==> config.mk <==
export PLATFORM = sky130hd
export DESIGN_NAME = cache_mem_drain
export DESIGN_NICKNAME = d
export VERILOG_FILES = /design/src/rtl/cache_pkg.sv /design/src/rtl/cache_tag_queue.sv /design/src/rtl/cache_mem_drain.sv
export SDC_FILE = /design/constraint.sdc
export NUM_CORES = 1
export LEC_CHECK = 0
export BUFFER_PORTS_ARGS = -buffer_cell sky130_fd_sc_hd__buf_2
export CAP_MARGIN = 20
export CORE_UTILIZATION = 25
export CTS_BUF_LIST = sky130_fd_sc_hd__clkbuf_8
export DETAILED_ROUTE_END_ITERATION = 8
export GPL_ROUTABILITY_DRIVEN = 0
export PLACE_DENSITY_LB_ADDON = 0.05
export SYNTH_ARGS = -nofsm -noshare
export SYNTH_HDL_FRONTEND = slang
export SYNTH_SLANG_ARGS = --single-unit
==> constraint.sdc <==
create_clock -name clk_i -period 7.35 [get_ports clk_i]
set_input_delay 1.1025 -clock clk_i [delete_from_list [all_inputs] [get_ports clk_i]]
set_output_delay 1.1025 -clock clk_i [all_outputs]
set_load 0.05 [all_outputs]
==> src/rtl/cache_pkg.sv <==
// Shared definitions for the cache request path: packed entry layout,
// bus widths and the memory-drain state encoding.
package cache_pkg;

   localparam int ADDR_WIDTH     = 32;
   localparam int DATA_WIDTH     = 32;
   localparam int DATA_BYTES     = DATA_WIDTH / 8;
   localparam int CPU_ADDR_BUF   = 2;
   localparam int CPU_ADDR_DEPTH = 1 << CPU_ADDR_BUF;

   // Entry layout, LSB first: LOAD, MODE, STRB, DATA, ADDR
   localparam int LOAD_LSB      = 0;
   localparam int MODE_LSB      = 1;
   localparam int STRB_LSB      = 2;
   localparam int STRB_MSB      = STRB_LSB + DATA_BYTES - 1;
   localparam int DATA_LSB      = STRB_MSB + 1;
   localparam int DATA_MSB      = DATA_LSB + DATA_WIDTH - 1;
   localparam int ADDR_LSB      = DATA_MSB + 1;
   localparam int ADDR_MSB      = ADDR_LSB + ADDR_WIDTH - 1;
   localparam int FIFO_WIDTH_EX = ADDR_MSB + 1;

   localparam int RSP_CNT_W = CPU_ADDR_BUF + 1;

   typedef struct packed {
      logic [ADDR_WIDTH-1:0] addr;
      logic [DATA_WIDTH-1:0] data;
      logic [DATA_BYTES-1:0] strb;
      logic                  mode;
      logic                  load;
   } cache_entry_t;

   typedef enum logic [1:0] {
      DRAIN_IDLE,
      DRAIN_REQ,
      DRAIN_STALL
   } drain_state_e;

endpackage

==> src/rtl/cache_tag_queue.sv <==
// One-bit-wide circular FIFO remembering, per outstanding read, whether the
// response belongs to a line fill (1) or a CPU read (0).
module cache_tag_queue #(
   parameter int DEPTH = 4,
   parameter int PTR_W = 2
) (
   input  logic clk_i,
   input  logic rst_ni,
   input  logic push_i,
   input  logic push_bit_i,
   input  logic pop_i,
   output logic head_bit_o,
   output logic empty_o,
   output logic full_o
);

   localparam int              CNT_W    = $clog2(DEPTH + 1);
   localparam logic [PTR_W-1:0] LAST_PTR = PTR_W'(DEPTH - 1);
   localparam logic [CNT_W-1:0] FULL_CNT = CNT_W'(DEPTH);

   logic [DEPTH-1:0] bits_reg;
   logic [PTR_W-1:0] wr_ptr_reg;
   logic [PTR_W-1:0] rd_ptr_reg;
   logic [CNT_W-1:0] count_reg;
   logic             do_push;
   logic             do_pop;

   function automatic logic [PTR_W-1:0] ptr_inc(input logic [PTR_W-1:0] p);
      return (p == LAST_PTR) ? '0 : p + PTR_W'(1);
   endfunction

   assign empty_o    = (count_reg == '0);
   assign full_o     = (count_reg == FULL_CNT);
   assign head_bit_o = bits_reg[rd_ptr_reg];
   assign do_pop     = pop_i && !empty_o;
   assign do_push    = push_i && (!full_o || do_pop);

   // Storage needs no reset: the pointers/count define which bits are live.
   always_ff @(posedge clk_i) begin
      if (do_push) begin
         bits_reg[wr_ptr_reg] <= push_bit_i;
      end
   end

   always_ff @(posedge clk_i or negedge rst_ni) begin
      if (!rst_ni) begin
         wr_ptr_reg <= '0;
         rd_ptr_reg <= '0;
         count_reg  <= '0;
      end else begin
         if (do_push) wr_ptr_reg <= ptr_inc(wr_ptr_reg);
         if (do_pop)  rd_ptr_reg <= ptr_inc(rd_ptr_reg);
         if (do_push && !do_pop)      count_reg <= count_reg + CNT_W'(1);
         else if (do_pop && !do_push) count_reg <= count_reg - CNT_W'(1);
      end
   end

endmodule

==> src/rtl/cache_mem_drain.sv <==
// Pops packed cache requests, issues them on the memory valid/ready port and
// routes in-order read responses to the line-fill or CPU read-data path.
module cache_mem_drain
   import cache_pkg::*;
#(
   parameter int FIFO_W   = FIFO_WIDTH_EX,
   parameter int RD_DEPTH = CPU_ADDR_DEPTH
) (
   input  logic                  clk_i,
   input  logic                  rst_ni,
   input  logic                  fifo_empty_i,
   input  logic [FIFO_W-1:0]     fifo_data_i,
   output logic                  fifo_rd_o,
   output logic                  mem_req_valid_o,
   input  logic                  mem_req_ready_i,
   output logic                  mem_req_we_o,
   output logic [ADDR_WIDTH-1:0] mem_req_addr_o,
   output logic [DATA_WIDTH-1:0] mem_req_wdata_o,
   output logic [DATA_BYTES-1:0] mem_req_strb_o,
   input  logic                  mem_rsp_valid_i,
   input  logic [DATA_WIDTH-1:0] mem_rsp_rdata_i,
   output logic                  fill_valid_o,
   output logic                  cpu_rvalid_o,
   output logic [DATA_WIDTH-1:0] rdata_o,
   output logic [RSP_CNT_W-1:0]  rd_pending_o,
   output logic                  busy_o,
   output logic                  err_o
);

   localparam logic [RSP_CNT_W:0] DEPTH_LIM = (RSP_CNT_W + 1)'(RD_DEPTH);

   drain_state_e          state_reg;
   logic                  req_valid_reg;
   logic                  req_we_reg;
   logic                  req_load_reg;
   logic [ADDR_WIDTH-1:0] req_addr_reg;
   logic [DATA_WIDTH-1:0] req_wdata_reg;
   logic [DATA_BYTES-1:0] req_strb_reg;
   logic                  fill_valid_reg;
   logic                  cpu_rvalid_reg;
   logic [DATA_WIDTH-1:0] rdata_reg;
   logic [RSP_CNT_W-1:0]  rd_pending_reg;
   logic                  err_reg;

   cache_entry_t          head;
   logic                  q_head_load;
   logic                  q_empty;
   logic                  q_full;
   logic                  req_hs;
   logic                  rd_hs;
   logic                  rsp_ok;
   logic                  slot_avail;
   logic                  pop;
   logic [RSP_CNT_W:0]    pending_eff;

   assign head.load = fifo_data_i[LOAD_LSB];
   assign head.mode = fifo_data_i[MODE_LSB];
   assign head.strb = fifo_data_i[STRB_MSB:STRB_LSB];
   assign head.data = fifo_data_i[DATA_MSB:DATA_LSB];
   assign head.addr = fifo_data_i[ADDR_MSB:ADDR_LSB];

   assign req_hs = req_valid_reg && mem_req_ready_i;
   assign rd_hs  = req_hs && !req_we_reg;
   assign rsp_ok = mem_rsp_valid_i && !q_empty;

   // Reads in flight after this cycle, counting a read issued right now.
   assign pending_eff = {1'b0, rd_pending_reg}
                      + {{RSP_CNT_W{1'b0}}, rd_hs}
                      - {{RSP_CNT_W{1'b0}}, rsp_ok};
   assign slot_avail  = head.mode || ((pending_eff < DEPTH_LIM) && (!q_full || rsp_ok));

   assign pop = rst_ni && !fifo_empty_i && slot_avail
             && ((state_reg != DRAIN_REQ) || req_hs);

   assign fifo_rd_o       = pop;
   assign mem_req_valid_o = req_valid_reg;
   assign mem_req_we_o    = req_we_reg;
   assign mem_req_addr_o  = req_addr_reg;
   assign mem_req_wdata_o = req_wdata_reg;
   assign mem_req_strb_o  = req_strb_reg;
   assign fill_valid_o    = fill_valid_reg;
   assign cpu_rvalid_o    = cpu_rvalid_reg;
   assign rdata_o         = rdata_reg;
   assign rd_pending_o    = rd_pending_reg;
   assign busy_o          = req_valid_reg || (rd_pending_reg != '0);
   assign err_o           = err_reg;

   cache_tag_queue #(
      .DEPTH (RD_DEPTH),
      .PTR_W (CPU_ADDR_BUF)
   ) u_tag_queue (
      .clk_i      (clk_i),
      .rst_ni     (rst_ni),
      .push_i     (rd_hs),
      .push_bit_i (req_load_reg),
      .pop_i      (mem_rsp_valid_i),
      .head_bit_o (q_head_load),
      .empty_o    (q_empty),
      .full_o     (q_full)
   );

   always_ff @(posedge clk_i or negedge rst_ni) begin
      if (!rst_ni) begin
         state_reg      <= DRAIN_IDLE;
         req_valid_reg  <= 1'b0;
         req_we_reg     <= 1'b0;
         req_load_reg   <= 1'b0;
         req_addr_reg   <= '0;
         req_wdata_reg  <= '0;
         req_strb_reg   <= '0;
         fill_valid_reg <= 1'b0;
         cpu_rvalid_reg <= 1'b0;
         rdata_reg      <= '0;
         rd_pending_reg <= '0;
         err_reg        <= 1'b0;
      end else begin
         case (state_reg)
            DRAIN_IDLE: begin
               if (pop)                state_reg <= DRAIN_REQ;
               else if (!fifo_empty_i) state_reg <= DRAIN_STALL;
            end
            DRAIN_REQ: begin
               if (req_hs && !pop) state_reg <= DRAIN_IDLE;
            end
            DRAIN_STALL: begin
               if (pop)               state_reg <= DRAIN_REQ;
               else if (fifo_empty_i) state_reg <= DRAIN_IDLE;
            end
            default: state_reg <= DRAIN_IDLE;
         endcase

         // Request fields only change on a pop, so they hold through backpressure.
         if (pop) begin
            req_valid_reg <= 1'b1;
            req_we_reg    <= head.mode;
            req_load_reg  <= head.load;
            req_addr_reg  <= head.addr;
            req_wdata_reg <= head.data;
            req_strb_reg  <= head.mode ? head.strb : {DATA_BYTES{1'b1}};
         end else if (req_hs) begin
            req_valid_reg <= 1'b0;
         end

         if (rd_hs && !rsp_ok)      rd_pending_reg <= rd_pending_reg + RSP_CNT_W'(1);
         else if (rsp_ok && !rd_hs) rd_pending_reg <= rd_pending_reg - RSP_CNT_W'(1);

         fill_valid_reg <= rsp_ok && q_head_load;
         cpu_rvalid_reg <= rsp_ok && !q_head_load;
         if (rsp_ok) rdata_reg <= mem_rsp_rdata_i;
         if (mem_rsp_valid_i && q_empty) err_reg <= 1'b1;
      end
   end

endmodule

Word level (Yosys, flattened, before mapping)

Cells that the tools add are included.

Bits in registers: 122
Output and inout port bits: 110
Word-level logic and storage cells: 94

Add/subtract/negate cells: 8
$lt $le $gt $ge: 4
Equality and inequality tests: 9
Multiplexer cells: 20
Reductions and logical operators: 37

Operators by type and width:

| operator                                                                     | count |
|---|---|
| 1-bit logical AND                                                            | 17 |
| 2-bit 2-to-1 mux                                                             | 7 |
| 3-bit 2-to-1 mux                                                             | 4 |
| 1-bit zero test                                                              | 9 |
| 3-bit by 1-bit adder with 3-bit output, second input constant                | 2 |
| 2-bit == test, second input constant                                         | 3 |
| 2-bit by 3-bit less-than comparator with 1-bit output, second input constant | 2 |
| 3-bit != test, second input constant                                         | 2 |
| 2-bit case mux with 3 select lines                                           | 1 |
| 2-bit nonzero test                                                           | 3 |
| 3-bit by 1-bit subtractor with 3-bit output, second input constant           | 2 |
| 2-bit by 1-bit adder with 2-bit output, second input constant                | 2 |
| 3-bit by 1-bit adder with 4-bit output                                       | 1 |
| 4-bit bitwise mux                                                            | 1 |
| 1-bit logical OR                                                             | 4 |
| 4-bit by 3-bit less-than comparator with 1-bit output, second input constant | 1 |
| 1-bit 2-to-1 mux                                                             | 4 |
| 4-bit 2-to-1 mux                                                             | 1 |
| 4-bit by 1-bit subtractor with 4-bit output                                  | 1 |
| 3-bit == test, second input constant                                         | 1 |
| 3-bit zero test                                                              | 1 |
| 3-bit AND reduction                                                          | 1 |
| 3-bit nonzero test                                                           | 1 |
| 1-bit binary-select mux with 2-bit select                                    | 1 |
| other kinds (6)                                                              | 6 |

Longest topological paths before layout

Word-level depth: 13
Depth in mapped cells: 14
Gate-level depth less buffers: 12

Hierarchy

Synthesis repeated with hierarchy kept, for this count alone.

Cell total of the unflattened synthesis: 385
Area total of the unflattened synthesis: 5,097.4 µm²

Modules (own cells, without submodules):

| module          | instances | cells an instance | area an instance (µm²) | sequential area each (µm²) |
|---|---|---|---|---|
| cache_mem_drain | 1         | 343               | 4,474.3                | 2,777.7 |
| cache_tag_queue | 1         | 42                | 623.1                  | 295.3 |

Least setup slack after synthesis

Ideal clock, no wire load.

Kind: input-to-output
Start point: input port mem_rsp_valid_i
End point: output port fifo_rd_o
Data arrival time: 3.532 ns
Required time: 6.247 ns
Path slack: 2.716 ns
Stages on the path: 12
Buffers on the path: 2
Cells stage by stage: nand2b_1 clkinv_1 clkbuf_1 ha_1 inv_1 ha_1 and3b_1 or4_1 a221o_1 a21o_4 inv_8 buf_8

Cells in the longest elaborated chain, start to end: 7
Elaborated cells between the ends (all ways): 8
Classes of those cells: add/sub: 1; order compare: 1; reduce/logical: 6

Ends and longest elaborated chain:

| element                                               | RTL line              | source |
|---|---|---|
| start: declaration                                    | cache_mem_drain.sv:20 | `input logic mem_rsp_valid_i,` |
| 1-bit logical AND (*)                                 | cache_mem_drain.sv:64 | `assign rsp_ok = mem_rsp_valid_i && !q_empty;` |
| named net rsp_ok                                      | cache_mem_drain.sv:51 | `logic rsp_ok;` |
| 4-bit by 1-bit subtractor with 4-bit output           | cache_mem_drain.sv:69 | `- {{RSP_CNT_W{1'b0}}, rsp_ok};` |
| 4-bit by 3-bit less-than comparator with 1-bit output | cache_mem_drain.sv:70 | `assign slot_avail = head.mode \|\| ((pending_eff < DEPTH_LIM) && (!q_full \|\| rsp_ok));` |
| 1-bit logical AND (*)                                 | cache_mem_drain.sv:70 |  |
| 1-bit logical OR (*)                                  | cache_mem_drain.sv:70 |  |
| 1-bit logical AND (*)                                 | cache_mem_drain.sv:72 | `assign pop = rst_ni && !fifo_empty_i && slot_avail` |
| 1-bit logical AND (*)                                 | cache_mem_drain.sv:73 | `&& ((state_reg != DRAIN_REQ) \|\| req_hs);` |
| end: declaration                                      | cache_mem_drain.sv:13 | `output logic fifo_rd_o,` |

The timed path passes the listed nets; every way through them passes the cells marked *.

Worst setup path in the final report

Start point: input port mem_req_ready_i
End point: output port fifo_rd_o

Cells in the longest elaborated chain, start to end: 9
Elaborated cells between the ends (all ways): 10
Classes of those cells: add/sub: 2; order compare: 1; reduce/logical: 7

Ends and longest elaborated chain:

| element                                               | RTL line              | source |
|---|---|---|
| start: declaration                                    | cache_mem_drain.sv:15 | `input logic mem_req_ready_i,` |
| 1-bit logical AND (*)                                 | cache_mem_drain.sv:62 | `assign req_hs = req_valid_reg && mem_req_ready_i;` |
| 1-bit logical AND                                     | cache_mem_drain.sv:63 | `assign rd_hs = req_hs && !req_we_reg;` |
| 3-bit by 1-bit adder with 4-bit output                | cache_mem_drain.sv:68 | `+ {{RSP_CNT_W{1'b0}}, rd_hs}` |
| 4-bit by 1-bit subtractor with 4-bit output           | cache_mem_drain.sv:69 |  |
| 4-bit by 3-bit less-than comparator with 1-bit output | cache_mem_drain.sv:70 |  |
| 1-bit logical AND                                     | cache_mem_drain.sv:70 |  |
| 1-bit logical OR                                      | cache_mem_drain.sv:70 |  |
| 1-bit logical AND                                     | cache_mem_drain.sv:72 |  |
| 1-bit logical AND (*)                                 | cache_mem_drain.sv:73 |  |

Mark *: on every way between the ends. The rest lies on a longest branch, timed or not.

==> flow_summary_export.csv <==
group,metric,value,unit
timing,layout_setup_ws,2.078,ns
logic_synthesis,synthCells,375,
worst_setup_path,end_kind,"output pin",
global_routing,grt_pass1_vias,3569,
routing,initialDrtViolationCount,96,
routing,ant_nets,0,
logic_synthesis,synth_top_area_share,57.46,%
pwr,combPwrFrac,52.5,%
worst_setup_path,required,6.25,ns
logic_synthesis,syn-num-nets,494,
global_routing,grt_antenna_before_repair,0,
worst_setup_path,slowest_delay,0.47,ns
logic_synthesis,async_flop_share,96.72,%
routing,avgRoutedWirePerCell,13.77,um
timing,setup-tns-final,0,ns
worst_setup_path,rr_startpoint,"u_tag_queue.count_reg[0]",
worst_hold_path,hp-class,"reg2reg",
worst_setup_path,worst-r2r-cell-count,10,
worst_setup_path,critPathKind,"in2out",
clock_tree,postCtsSetupRepairBufs,0,
worst_setup_path,path_buf_inv,4,
timing,report.final.slew_viol_count,0,
routing,wl,12150,um
logic_synthesis,synth-compound-area-share,2.240,%
logic_synthesis,synth_adder_area_share,3.214,%
clock_tree,clockBufferDepth,2,
timing,relSlewSlack,36.74,%
clock_tree,cts.sink_count,122,
routing,vias,3490,
global_routing,grtUsageTotal,12.15,%
clock_tree,cts_tree,"yes",
pwr,p_seq_share,31.6,%
logic_synthesis,synth_top_family_by_area,"multiplexers",
outcome,status,"complete, no violations",
pwr,switchingPower,0.001776,W
pwr,switching_share,48.91,%
worst_setup_path,critPathArrivalTime,4.17,ns
clock_tree,root_buffer,"clkbuf_8",
logic_synthesis,synth.area.mux_share,19.50,%
worst_setup_path,crit_path_end,"fifo_rd_o",
worst_setup_path,cp_num_cells,12,
logic_synthesis,synthSimpleGateAreaFrac,10.06,%
global_routing,gr-total-overflow,0,
logic_synthesis,synth-xor-area-share,1.023,%
timing,setup_viol,0,
floorplan,die_h,145.4,um
logic_synthesis,syn-cell-area,5139,um2
pwr,powerDensity,534.0,nW/um2
layout,drive_gt1_share,51.63,%
logic_synthesis,ys_types,35,
pwr,clkPwrFrac,15.9,%
clock_tree,cts_buffers,17,
timing,tightest_slew,0.9489,ns
routing,drtPass1Iterations,4,
routing,drcViolationCount,0,
worst_setup_path,critPathSlowestCell,"or4_1",
clock_tree,cts.reportedPaths.clkPinSlew,0.07,ns
clock_tree,h-tree-depth,4,
layout,design_area,6800,um2
layout,diodes,0,
worst_setup_path,crit_fanout,71,
layout,nets,718,
timing,hold_violations,0,
timing,clock_skew,0.01258,ns
floorplan,die_area,21130,um2
timing,rsz0062_at_grt,"no",
worst_setup_path,crit_chain,"buf_2 > nand2_1 > or2_2 > ha_1 > inv_1 > ha_1 > and3b_1 > or4_1 > a221o_1 > a21o_4 > inv_8 > buf_2",
floorplan,core-area,20170,um2
floorplan,num_rows,52,
clock_tree,insertion_delay,0.43,ns
routing,viasPerCell,3.957,
placed_design,place.port_buffers,216,
floorplan,start_util,25.48,%
timing,fin_crit_sh,71.73,%
job,maxCapViolCount,0,
timing,fin_crit,5.272,ns
global_routing,grt_pass1_wl,19580,um
layout,final_cell_mix,"215 x buf_2, 118 x dfrtp_1, 104 x nand2_1",
logic_synthesis,syn_avg_cell_area,13.70,um2
pwr,irDropWorstVdd,0.0002500,V
worst_setup_path,r2r_end,"mem_req_addr_o[7]",
clock_tree,hold_buffers,0,
floorplan,die_w,145.4,um
worst_setup_path,critPathLaunch,"mem_req_ready_i",
pwr,internal-power,0.001855,W
logic_synthesis,synth_area_leader_cell,"dfrtp_1",
placed_design,post-place-ws,2.026,ns
global_routing,grt_max_degree,74,
layout,area_growth,32.34,%
placed_design,hpwl,8398,um
logic_synthesis,ys_seq_elements,122,
pwr,leakage,3.530,nW
worst_setup_path,cp-start-kind,"input pin",
clock_tree,cts_resized,0,
worst_setup_path,r2r_setup_slack,3.54,ns
logic_synthesis,synth_enable_flop_cells,4,
layout,final_common_cell,"buf_2",
worst_setup_path,path_delay_family,"simple AND/OR/NAND/NOR gates",
floorplan,pin_count,217,
worst_hold_path,min_from,"err_o",
logic_synthesis,ys_seq_area_share,59.80,%
timing,whs,0.4551,ns
logic_synthesis,synth_top_flop_cell,"dfrtp_1",
timing,fmax,0.1897,GHz
logic_synthesis,yosys-top-cells-area,"dfrtp_1 57%, mux2_4 18%, nand2_1 7.6%",
placed_design,placed_area,6421,um2
logic_synthesis,synth_warnings,0,
worst min-delay path by stage:
stage,to,cells past startpoint
finish,err_o,1
global route,err_o,1
CTS,err_o,1
detailed placement,err_o,1
global placement,err_o,1
floorplan,state_reg[1],1
per-stage QoR:
step	utilization [%]	power, W	instances
floorplan	-	0.002660	375
global placement	31.84	0.003079	850
detailed placement	31.84	0.003085	850
CTS	33.72	0.003694	882
global route	33.72	0.003840	882
finish	33.72	0.003631	882
worst register-to-register path, delay by kind of cell (launching register included):
family                   cells  cell delay [ns]
AND/OR/NAND/NOR              4             1.08
buffers and inverters        2             0.83
AO/OA/AOI/OAI                2             0.61
multiplexers                 1             0.45
flip-flops                   1             0.44
adder cells (fa/ha/maj)      1             0.28
Yosys cell counts, types with 2 or more instances:
cell type / instances
mux2_2: 3
mux2_1: 4
and2_1: 4
ha_1: 10
or4_1: 2
dfrtp_1: 118
xnor2_1: 3
clkbuf_1: 6
o21ai_0: 5
mux2_4: 60
buf_12: 6
edfxtp_1: 4
nor3_1: 3
a21o_1: 2
nor2_1: 6
nor2b_1: 2
o22a_1: 4
xor2_1: 3
fa_1: 2
nand2_1: 104
inv_1: 10
metal layers:
layer,vias to the layer above,global-route usage [%],wire length (um)
met4,0,4.579,186
li1,1683,-,-
met2,113,20.60,6121
met1,1678,13.87,5025
met5,-,0,0
met3,16,4.639,811
power by group through the flow:
stage / clock network [W] / logic (W) / registers [W]
2_1_floorplan: 0 / 0.000575 / 0.00209
3_3_place_gp: 0 / 0.00193 / 0.00115
3_5_place_dp: 0 / 0.00193 / 0.00115
4_1_cts: 0.000611 / 0.00193 / 0.00115
5_1_grt: 0.000641 / 0.00201 / 0.00119
6_report: 0.000577 / 0.00191 / 0.00115
cell families (layout without fill, tap and decap cells):
group	after synthesis	in the layout
DFF	122	122
and+or+nand+nor	126	126
xor gates and xnor gates	6	6
adders and majority gates	12	12
muxes	68	68
AOI/OAI and AO/OA	15	15
buffers and inverters	26	263
area by class of cell:
cell class              count  area [um2]
repair buffers            219        1106
well taps                 270       337.8
multi-input cells         227        1852
inverters                  12       52.55
clock buffers              18       247.7
clock inverters            14       131.4
fillers                  2034       13370
flip-flops and latches    122        3073
Note: power is estimated with default switching activity, not from simulation.
